--- config.mk ---
export PLATFORM = sky130hd
export DESIGN_NAME = tt_sweep_flat
export DESIGN_NICKNAME = d
export VERILOG_FILES = /design/src/rtl/tt_sweep_pkg.sv /design/src/rtl/tt_sweep_if.sv /design/src/rtl/tt_settle_timer.sv /design/src/rtl/tt_sweep.sv /design/src/flat_wrapper.sv
export SDC_FILE = /design/constraint.sdc
export NUM_CORES = 1
export LEC_CHECK = 0
export BUFFER_PORTS_ARGS = -buffer_cell sky130_fd_sc_hd__buf_2
export CAP_MARGIN = 30
export CORE_MARGIN = 4
export CORE_UTILIZATION = 45
export CTS_CLUSTER_DIAMETER = 200
export DETAILED_ROUTE_END_ITERATION = 8
export PLACE_DENSITY = 0.71
export SYNTH_ARGS = -nofsm -noshare
export SYNTH_HDL_FRONTEND = slang
export SYNTH_SLANG_ARGS = --single-unit
--- constraint.sdc ---
create_clock -name clk -period 6.59 [get_ports clk]
set_clock_uncertainty 0.1 [all_clocks]
set_input_delay 0 -clock clk [delete_from_list [all_inputs] [get_ports clk]]
set_output_delay 0 -clock clk [all_outputs]
set_load 0.03 [all_outputs]
--- src/rtl/tt_sweep_pkg.sv ---
// Shared types and defaults for the truth-table sweep stage.
// State encoding is fixed so board-level probes can decode it directly.
package tt_sweep_pkg;

    localparam int N_IN_DEF   = 3;
    localparam int SETTLE_DEF = 2;

    typedef enum logic [1:0] {
        S_IDLE   = 2'd0,
        S_SETTLE = 2'd1,
        S_SAMPLE = 2'd2,
        S_DONE   = 2'd3
    } state_e;

endpackage

--- src/rtl/tt_sweep_if.sv ---
// Handshake/result bundle between the sweep stage and its controller/DUT.
interface tt_sweep_if #(
    parameter int N_IN = 3
);
    localparam int W = 2 ** N_IN;

    logic            start;
    logic [W-1:0]    exp_tt;
    logic            dut_y;
    logic [N_IN-1:0] dut_in;
    logic            busy;
    logic            done;
    logic            pass;
    logic [W-1:0]    obs_tt;
    logic [N_IN:0]   err_cnt;
    logic [N_IN-1:0] first_err;

    modport master (
        output start, exp_tt, dut_y,
        input  dut_in, busy, done, pass, obs_tt, err_cnt, first_err
    );

    modport slave (
        input  start, exp_tt, dut_y,
        output dut_in, busy, done, pass, obs_tt, err_cnt, first_err
    );

endinterface

--- src/rtl/tt_settle_timer.sv ---
// Settle-time down-counter: load restarts it at SETTLE-1, expire flags terminal count.
module tt_settle_timer
    import tt_sweep_pkg::*;
#(
    parameter int SETTLE = SETTLE_DEF
) (
    input  logic clk,
    input  logic rst_n,
    input  logic load,
    output logic expire
);

    localparam logic [3:0] LOAD_VAL = 4'(SETTLE - 1);

    logic [3:0] cnt_q, cnt_d;

    always_comb begin
        cnt_d = cnt_q;
        if (load) begin
            cnt_d = LOAD_VAL;
        end else if (cnt_q != 4'd0) begin
            cnt_d = cnt_q - 4'd1;
        end
    end

    always_ff @(posedge clk) begin
        if (!rst_n) begin
            cnt_q <= 4'd0;
        end else begin
            cnt_q <= cnt_d;
        end
    end

    assign expire = (cnt_q == 4'd0);

endmodule

--- src/rtl/tt_sweep.sv ---
// Exhaustive stimulus stage: walks dut_in through every code, captures dut_y per code
// into a truth table and scores it against the expected table latched at start.
module tt_sweep
    import tt_sweep_pkg::*;
#(
    parameter int N_IN   = N_IN_DEF,
    parameter int SETTLE = SETTLE_DEF
) (
    input  logic       clk,
    input  logic       rst_n,
    tt_sweep_if.slave  sw
);

    localparam int W = 2 ** N_IN;
    localparam logic [N_IN:0] ERR_ONE = 1;

    state_e          state_q, state_d;
    logic [N_IN-1:0] idx_q, idx_d;
    logic [W-1:0]    exp_q, exp_d;
    logic [W-1:0]    obs_q, obs_d;
    logic [N_IN:0]   err_q, err_d;
    logic [N_IN-1:0] ferr_q, ferr_d;
    logic            pass_q, pass_d;
    logic            timer_load;
    logic            timer_expire;

    tt_settle_timer #(.SETTLE(SETTLE)) u_timer (
        .clk    (clk),
        .rst_n  (rst_n),
        .load   (timer_load),
        .expire (timer_expire)
    );

    always_comb begin
        state_d    = state_q;
        idx_d      = idx_q;
        exp_d      = exp_q;
        obs_d      = obs_q;
        err_d      = err_q;
        ferr_d     = ferr_q;
        pass_d     = pass_q;
        timer_load = 1'b0;
        case (state_q)
            S_IDLE, S_DONE: begin
                if (sw.start) begin
                    state_d    = S_SETTLE;
                    idx_d      = '0;
                    exp_d      = sw.exp_tt;
                    obs_d      = '0;
                    err_d      = '0;
                    ferr_d     = '0;
                    pass_d     = 1'b0;
                    timer_load = 1'b1;
                end
            end
            S_SETTLE: begin
                if (timer_expire) begin
                    state_d = S_SAMPLE;
                end
            end
            S_SAMPLE: begin
                obs_d[idx_q] = sw.dut_y;
                if (sw.dut_y != exp_q[idx_q]) begin
                    err_d = err_q + ERR_ONE;
                    if (err_q == '0) begin
                        ferr_d = idx_q;
                    end
                end
                // Terminal compare on all-ones keeps idx from wrapping back to 0 in DONE.
                if (idx_q == '1) begin
                    state_d = S_DONE;
                    pass_d  = (obs_d == exp_q);
                end else begin
                    state_d    = S_SETTLE;
                    idx_d      = idx_q + 1'b1;
                    timer_load = 1'b1;
                end
            end
            default: state_d = S_IDLE;
        endcase
    end

    always_ff @(posedge clk) begin
        if (!rst_n) begin
            state_q <= S_IDLE;
            idx_q   <= '0;
            exp_q   <= '0;
            obs_q   <= '0;
            err_q   <= '0;
            ferr_q  <= '0;
            pass_q  <= 1'b0;
        end else begin
            state_q <= state_d;
            idx_q   <= idx_d;
            exp_q   <= exp_d;
            obs_q   <= obs_d;
            err_q   <= err_d;
            ferr_q  <= ferr_d;
            pass_q  <= pass_d;
        end
    end

    assign sw.dut_in    = idx_q;
    assign sw.busy      = (state_q == S_SETTLE) || (state_q == S_SAMPLE);
    assign sw.done      = (state_q == S_DONE);
    assign sw.pass      = pass_q;
    assign sw.obs_tt    = obs_q;
    assign sw.err_cnt   = err_q;
    assign sw.first_err = ferr_q;

endmodule

--- src/flat_wrapper.sv ---
// flat-port wrapper written by rule: the top's interface ports become plain ports
module tt_sweep_flat import tt_sweep_pkg::*;
#(
    parameter int N_IN   = N_IN_DEF,
    parameter int SETTLE = SETTLE_DEF
)
  (clk, rst_n, sw_start, sw_exp_tt, sw_dut_y, sw_dut_in, sw_busy, sw_done, sw_pass, sw_obs_tt, sw_err_cnt, sw_first_err);
  tt_sweep_if #(.N_IN(N_IN)) sw_i ();
  input  logic clk;
  input  logic rst_n;
  input wire logic [$bits(sw_i.start)-1:0] sw_start;
  input wire logic [$bits(sw_i.exp_tt)-1:0] sw_exp_tt;
  input wire logic [$bits(sw_i.dut_y)-1:0] sw_dut_y;
  output wire logic [$bits(sw_i.dut_in)-1:0] sw_dut_in;
  output wire logic [$bits(sw_i.busy)-1:0] sw_busy;
  output wire logic [$bits(sw_i.done)-1:0] sw_done;
  output wire logic [$bits(sw_i.pass)-1:0] sw_pass;
  output wire logic [$bits(sw_i.obs_tt)-1:0] sw_obs_tt;
  output wire logic [$bits(sw_i.err_cnt)-1:0] sw_err_cnt;
  output wire logic [$bits(sw_i.first_err)-1:0] sw_first_err;
  assign sw_i.start = sw_start;
  assign sw_i.exp_tt = sw_exp_tt;
  assign sw_i.dut_y = sw_dut_y;
  assign sw_dut_in = sw_i.dut_in;
  assign sw_busy = sw_i.busy;
  assign sw_done = sw_i.done;
  assign sw_pass = sw_i.pass;
  assign sw_obs_tt = sw_i.obs_tt;
  assign sw_err_cnt = sw_i.err_cnt;
  assign sw_first_err = sw_i.first_err;
  tt_sweep #(.N_IN(N_IN), .SETTLE(SETTLE)) u_core (.clk(clk), .rst_n(rst_n), .sw(sw_i));
endmodule
==> After elaboration in Yosys (flattened, before gate mapping) <==
Index checks and enable logic that the tools add are counted.
{ "op_classes": {"add_sub_neg": 3, "eq_ne": 12, "n_mux": 28, "reduce_logical": 17, "bitwise": 1, "magnitude_cmp": 2} }
{ "ops": {"columns": ["op", "count"], "rows": [
  ["case mux 8 bit (2 select lines)", 1],
  ["2-to-1 mux 3 bit", 4],
  ["case mux 3 bit (2 select lines)", 2],
  ["AND reduction 3 bit", 3],
  ["bitwise mux 8 bit", 1],
  ["equality test 8 bit", 1],
  ["zero test 4 bit", 2],
  ["2-to-1 mux 1 bit", 8],
  ["2-to-1 mux 4 bit", 2],
  ["2-to-1 mux 8 bit", 1],
  ["inequality test 2 x 1 -> 1 bit (second input constant)", 4],
  ["case mux 4 bit (2 select lines)", 1],
  ["2-to-1 mux 2 bit", 3],
  ["case mux 2 bit (3 select lines)", 1],
  ["AND reduction 2 bit", 3],
  ["adder 4 x 1 -> 4 bit (second input constant)", 1],
  ["equality test 2 bit (second input constant)", 2],
  ["< comparator 3 x 4 -> 1 bit (second input constant)", 1],
  ["inequality test 2 bit (second input constant)", 2],
  ["case mux 1 bit (2 select lines)", 2],
  ["AND reduction 4 bit", 1],
  ["nonzero test 2 bit", 2],
  ["nonzero test 4 bit", 1],
  ["OR reduction 2 bit", 2],
  ["other kinds (12)", 12]
]} }
{ "word_totals": {"register_bits": 33, "output_inout_bits": 21, "inputBits": 12} }

==> Longest topological paths before layout <==
Gate-level depths: netlist of run 1.
{ "depth": {"depth_word": 8, "mapped_depth": 9} }

==> By module <==
Synthesis of run 1 repeated with hierarchy kept, for this count alone.
{ "hier_totals": {"hier_cells": 234, "hier_area_um2": 2065.7} }
{ "modules_own_cells": {"columns": ["mod", "cells_each", "n_inst", "area_each_um2"], "rows": [
  ["tt_sweep", 214, 1, 1869.3],
  ["tt_settle_timer", 20, 1, 196.4]
]} }

==> Worst setup path after synthesis of run 1 <==
No wires, ideal clock.
{ "synth_timing": {"kind": "reg2reg", "startpoint": "register u_core.idx_q[0], in the netlist u_core.sw.dut_in[0]", "endpoint": "register u_core.err_q[3], in the netlist u_core.sw.err_cnt[3]", "required_time_ps": 6415, "arrival_time_ps": 2235, "stages_incl_launch_ff": 7, "n_path_buf": 1, "setup_slack_ps": 4180, "period_less_slack_ps": 2410, "cell_sequence": "dfxtp_1 > buf_2 > mux4_2 > mux2i_4 > xor2_2 > or4_1 > a31oi_1"} }
{ "synth_between": {"elab_chain_len": 5} }
{ "synth_lines": {"columns": ["item", "line", "text"], "rows": [
  ["from (decl)", "tt_sweep.sv:18", "logic [N_IN-1:0] idx_q, idx_d;"],
  ["from (signal assigned)", "tt_sweep.sv:94", "idx_q <= idx_d;"],
  ["binary-select mux 1 bit (select 3 bit)", "tt_sweep.sv:63", "if (sw.dut_y != exp_q[idx_q]) begin"],
  ["2-to-1 mux 1 bit (not written as such)", "tt_sweep.sv:63", null],
  ["inequality test 1 bit", "tt_sweep.sv:63", null],
  ["inequality test 2 x 1 -> 1 bit (no line)", null, null],
  ["AND reduction 3 bit (no line)", null, null],
  ["to (signal assigned)", "tt_sweep.sv:97", "err_q <= err_d;"],
  ["to (decl)", "tt_sweep.sv:21", "logic [N_IN:0] err_q, err_d;"]
]} }
No other way between the ends. The select of a mux whose other input is x is not followed.
A chain may end at the register's enable or synchronous reset.

==> Final worst setup path of run 1 <==
Ends and elaborated chain as after synthesis.

==> impl_results.md, run 1 <==
- Yosys cell types: 42
- I/O pin count: 33
- Power Total: 0.658 mW
- Final Setup Violations: 0
- Final Core Density: 56.3%
- Syn_area_per_cell: 8.05 sq um
- Clock period minus final worst setup slack: 2.54 ns
- Dominant cells by area after synthesis: dfxtp_1 35%, ha_1 6.0%, nor2_1 5.6%
- Die area: 5310 sq um
- Top FF cell, synth: dfxtp_1
- Flip-flop and latch area: 661 sq um
- Fin Hold WS: about 0.095 ns
- Largest net degree at the start of global routing: 28
- Starting Density: 47.0%
- RSZ-0062 raised after global routing: no
- Least-Margin Pin Slew: 0.978 ns
- Number of global-route vias before repair: 1605
- Post-synth EDFFs: 0
- Routed wire per std cell: around 14 um
- Area occupied by multi-input gates: 1120 sq um
- Worst setup path class: flop to flop
- Yosys top cell area share: 34.9%
- Critical Path Max Stage Delay: 0.69 ns
- DRC errors left: 0
- TritonCTS clock tree: yes
- P_leak: 0.923 nW
- Cell Chain, Critical Path: mux4_2, mux2i_4, xor2_2, or4_1, a31oi_1
- Placed insts: 303
- First-pass GRT wire length: between 7000 and 8000 um
- Worst-path clk slew: 0.07 ns
- Number of buffers created by CTS: 5
- 1st-pass router iterations: 4
- Mapped Nets: 256
- Initial DRC Count: 160
- Die Span X: around 73 um
- Final nets: 290
- Worst-skew pair later-pin latency: 0.29 ns
- GRT Overall Usage: 18.1%
- Dominant cell by count in the synthesized netlist: dfxtp_1
- Netlist Area Pre-Place: 1890 sq um
- Routability Congestion: 0.810
- Synth cell count leaders: 33 x dfxtp_1, 28 x nor2_1, 27 x nand2_1, 20 x a21oi_1
- Layout cells sized above 1: 16.7%
- Final worst path period share: 38.6%
- Cell taking the most area after synthesis: dfxtp_1
- Worst VDD drop: a little over 200 uV
- Setup_tns: 0 ns
- FILL cells: 394
- Crit-path slowest cell: dfxtp_1
- PostCTS Resize Cnt: 0
- H-tree levels: 2
- Cell Pwr Density: about 290 nW/um^2
- Max-cap violations: 0
- Layout Cells excl Fill: between 300 and 400
- Max Fclk: 393 MHz
- Ys Warns: 0
- Post-route cell area: ~2300 sq um
- Core box area: 4030 sq um
- Status: completed
- Vias per cell: 5.37
- Final HPWL DP: 3020 um
- CP Launch Type: flop
- Die Y: 72.8 um
- Pre-CTS WS: 4.07 ns
- Clock sink count: 33
- Syn-to-layout area delta: 19.8%
- Worst path buffer plus inverter count: 0
- Max Buffers Root-to-Sink: 2
- Post-CTS setup buffer count: 0
- Final Max Slew Viols: 0
- Total Wirelength: 4340 um
- Number of port buffers: 32
- Cell Area, Placed: 2060 sq um
- Critical Path AT: 2.64 ns
- Root buf cell: clkbuf_8
- Via Count: 1717
- Req. time, crit path: 6.69 ns
- Cells after Synth: 235
- Async SR Flop Fraction: 0%
- Post-synthesis sequential area ratio: approximately a third
- Ant. Diodes: 0
- Worst-path maximum fanout: 17
- Slack of the critical path: 4.05 ns
- Worst hold path class: primary input to flop
- GRT overflow: 0
- Worst setup EP type: flop
- Hold Buf Count CTS: 9
- Routed Antenna Nets: 0
- Post-synthesis sequential element count: 33
- Max-slew headroom: 34.8%
- Final Hold Viols: 0
- Worst path top cell family by delay: multiplexers
- Initial antenna violation count: 0
- Num rows: 23
-- cell type report --
cell class / instances / area share [%]
Clock buffer: 7 / 3.81
Tap cell: 50 / 2.76
Inverter: 14 / 2.32
Sequential cell: 33 / 29.1
Multi-Input combinational cell: 174 / 49.6
Clock inverter: 1 / 1.32
Timing Repair Buffer: 41 / 11.0
-- flip-flops by register name, indices dropped and copies added, names as in the netlist --
register,cells
u_core.sw.err_cnt,4
u_core.exp_q,8
u_core.sw.first_err,3
u_core.sw.pass,1
u_core.state_q,2
u_core.sw.obs_tt,8
u_core.u_timer.cnt_q,4
u_core.sw.dut_in,3
-- power by group --
group	internal [mW]	total (mW)	leakage [nW]	switching [mW]
Combinational	0.0821	0.212	0.596	0.130
Clock	0.123	0.200	0.0585	0.0764
Sequential	0.223	0.246	0.268	0.0231
-- path summary, 6_finish.rpt --
| kind | from | end | slack [ns] | cells after the start |
|---|---|---|---|---|
| max reg2reg | u_core.sw.dut_in[0] | u_core.sw.err_cnt[3] | 4.05 | 5 |
| min reg2reg | u_core.sw.first_err[2] | u_core.sw.first_err[2] | 0.37 | 2 |
| min | sw_start | u_core.sw.err_cnt[3] | 0.1 | 4 |
| max | u_core.sw.dut_in[0] | u_core.sw.err_cnt[3] | 4.05 | 5 |
-- metal layers --
metal | global-route usage, % | part of all wire (%) | routed length [um] | vias to the layer above
met4 | 6.97 | 1.5 | 63 | 0
li1 | - | - | - | 884
met2 | 27.2 | 46 | 2010 | 39
met1 | 23.9 | 46 | 2010 | 788
met5 | 0 | 0 | 0 | -
met3 | 6.20 | 5.8 | 252 | 6
-- layout by cell type (no fill, tap or decap), types with 2 or more instances in the layout --
master         synthesis  final
dfxtp_1               33     33
nor3b_1                4      4
nand3_1               12     12
o211ai_1               2      2
nor2b_1                2      2
xor2_1                 6      6
a31oi_1                2      2
and2_1                 3      3
dlygate4sd3_1          0      9
nand3b_1               3      3
nor2_1                28     28
a22oi_1                3      3
nand4_1                3      3
or4_1                  3      3
mux2i_1                9      9
o21ai_0                8      8
nand2_1               27     27
nor3_1                 4      4
nand2b_1               3      3
mux4_2                 2      2
buf_2                  1     32
ha_1                   9      9
clkbuf_8               0      6
o22a_1                 2      2
a21oi_1               20     20
xnor2_1                4      4
inv_1                 13     13
-- kinds of logic (layout without fill, tap and decap cells) --
logic type,count (synthesis),in the layout,share of synthesized area [%]
adders and majority gates,9,9,5.95
and+or+nand+nor,95,95,24.2
muxes,13,13,8.93
AOI/OAI and AO/OA,46,46,14.9
buffers and inverters,28,63,5.62
xor gates and xnor gates,11,11,5.49
DFF,33,33,34.9
-- worst reg2reg max path: stages, from the launching register on --
cell     delay (ns)
dfxtp_1        0.69
mux4_2         0.60
mux2i_4        0.21
xor2_2         0.16
or4_1          0.52
a31oi_1        0.16
No activity file was read; power rests on OpenSTA's default activity.
==> inputs of run 2 (changes only) <==
clock period = 2.35 ns   (was 6.59 ns; I/O delays follow)
==> run 2 against run 1 <==
Effect of this change:
- clock-buffer cell count is 1 higher
- non-clock buffer count is 7 higher
- die area stayed put
- first-iteration DRC count is 27% lower
- critical path type unchanged
==> impl_results.md, run 2 (synthesis results as in run 1) <==
- Status: completed
- I/O pin count: 33
- P_leak: 0.940 nW
- Final Setup Violations: 0
- RSZ-0062 raised after global routing: no
- Flop2flop setup slack: 0.22 ns
- Number of port buffers: 32
- Layout cells sized above 1: a little under a fifth
- PostCTS Resize Cnt: 0
- Vias per cell: about 5.3
- Cell Pwr Density: about 750 nW/um^2
- Setup_tns: 0 ns
- Num rows: 23
- Final HPWL DP: 3190 um
- Root buf cell: clkbuf_8
- Die Y: 72.8 um
- Pre-CTS WS: 0.241 ns
- First-pass GRT wire length: 7650 um
- Max-slew headroom: 62.4%
- Crit-path slowest cell: or4_1
- Most frequent cells in the layout: 32 x buf_2, 32 x dfxtp_1, 28 x nor2_1, 27 x nand2_1, 20 x a21oi_1
- Syn-to-layout area delta: 20.8%
- WHS Endpoint: u_core.sw.err_cnt[3]
- Critical Path AT: 2.24 ns
- Worst-skew pair later-pin latency: 0.28 ns
- H-tree levels: 2
- Worst-path maximum fanout: 8
- Worst VDD drop: 334 uV
- Via Count: between 1500 and 2000
- Critical Path Max Stage Delay: 0.54 ns
- GRT Overall Usage: 18.4%
- Worst Hold Depth: 4
- Die Span X: 72.8 um
- CP Launch Type: flop
- Slack of the critical path: 0.225 ns
- Least-Margin Pin Slew: 0.563 ns
- Worst hold path class: primary input to flop
- Worst setup EP type: flop
- Core box area: 4030 sq um
- Routability Congestion: 0.826
- Final Core Density: 56.7%
- Clock period minus final worst setup slack: 2.13 ns
- Initial antenna violation count: 0
- Req. time, crit path: 2.46 ns
- Clock sink count: 33
- Worst-path clk slew: around 0.070 ns
- Max Fclk: 471 MHz
- Max-cap violations: 0
- Worst setup path class: flop to flop
- Max Buffers Root-to-Sink: 2
- Final nets: between 200 and 300
- Starting Density: 47.0%
- DRC errors left: 0
- FF-to-FF Start: u_core.sw.dut_in[0]
- Routed wire per std cell: 13.4 um
- Number of global-route vias before repair: 1654
- Final worst path period share: about nine tenths
- TritonCTS clock tree: yes
- Final Hold Viols: 0
- GRT overflow: 0
- Cell Chain, Critical Path: mux4_2, mux2i_4, xor2_2, or4_1, a31oi_1
- 1st-pass router iterations: 5
- Hold path startpoint: sw_start
- Final Max Slew Viols: 0
- Ant. Diodes: 0
- Total Wirelength: 4400 um
- Worst Reg2Reg Path Length in Cells: 5
- Routed Antenna Nets: 0
- Die area: 5310 sq um
- Largest net degree at the start of global routing: 28
- Post-CTS setup buffer count: 0
- Initial DRC Count: approximately 120
- R2r endpoint: u_core.sw.err_cnt[3]
- Fin Hold WS: 0.0890 ns
- Number of buffers created by CTS: 5
## run 2: timing repair
action / in CTS / in global routing
endpoints found under the hold margin: 11 / 0
hold buffers: 9 / 0
endpoints found under the setup margin: 0 / 0
## run 2: area by class of cell
cell class / count / area (sq um)
clock buffer: 8 / 80.1
fill: 404 / 1740
inverter: 14 / 52.6
multi-input combinational: 174 / 1120
sequential: 33 / 662
tap: 50 / 62.6
timing repair buffer: 48 / 303
## run 2: critical path: cells and delay by family (launching register included)
kind,cells,cell delay (ns)
XOR/XNOR,1,0.17
multiplexers,2,0.73
AO/OA/AOI/OAI,1,0.17
flip-flops,1,0.36
AND/OR/NAND/NOR,1,0.54
## run 2: worst max path at each step
| stage | start | to | slack (ns) | cells past startpoint |
|---|---|---|---|---|
| after floorplan | u_core.sw.dut_in[0] | u_core.sw.err_cnt[3] | 0.06 | 6 |
| after CTS | u_core.sw.dut_in[0] | u_core.sw.err_cnt[3] | 0.23 | 5 |
| after detailed placement | u_core.sw.dut_in[0] | u_core.sw.err_cnt[3] | 0.24 | 5 |
| after global routing | u_core.sw.dut_in[0] | u_core.sw.err_cnt[3] | 0.15 | 5 |
| final | u_core.sw.dut_in[0] | u_core.sw.err_cnt[3] | 0.22 | 5 |
| after global placement | u_core.sw.dut_in[0] | u_core.sw.err_cnt[3] | 0.29 | 5 |
## run 2: power by group
part | total [mW] | switching (mW) | leakage, nW | internal [mW]
logic | 0.619 | 0.371 | 0.632 | 0.248
registers | 0.686 | 0.0598 | 0.269 | 0.627
clock network | 0.408 | 0.197 | 0.0395 | 0.210
## run 2: metal layers
layer  routed length [um]  part of all wire (%)  GRT usage [%]  vias up
li1                     -                     -              -      892
met2                 2160                    49           31.0       38
met3                  173                   3.9           4.13        6
met4                   50                   1.1           6.15        0
met5                    0                     0              0        -
met1                 2020                    46           23.2      797
## run 2: through the flow
| step | total power [mW] | instance area [sq um] | instances |
|---|---|---|---|
| final | 1.71 | 2280 | 327 |
| after global routing | 1.85 | 2280 | 327 |
| after CTS | 1.73 | 2280 | 327 |
| after detailed placement | 1.31 | 2110 | 310 |
| after global placement | 1.29 | 2110 | 310 |
| after floorplan | 1.17 | 1890 | 235 |
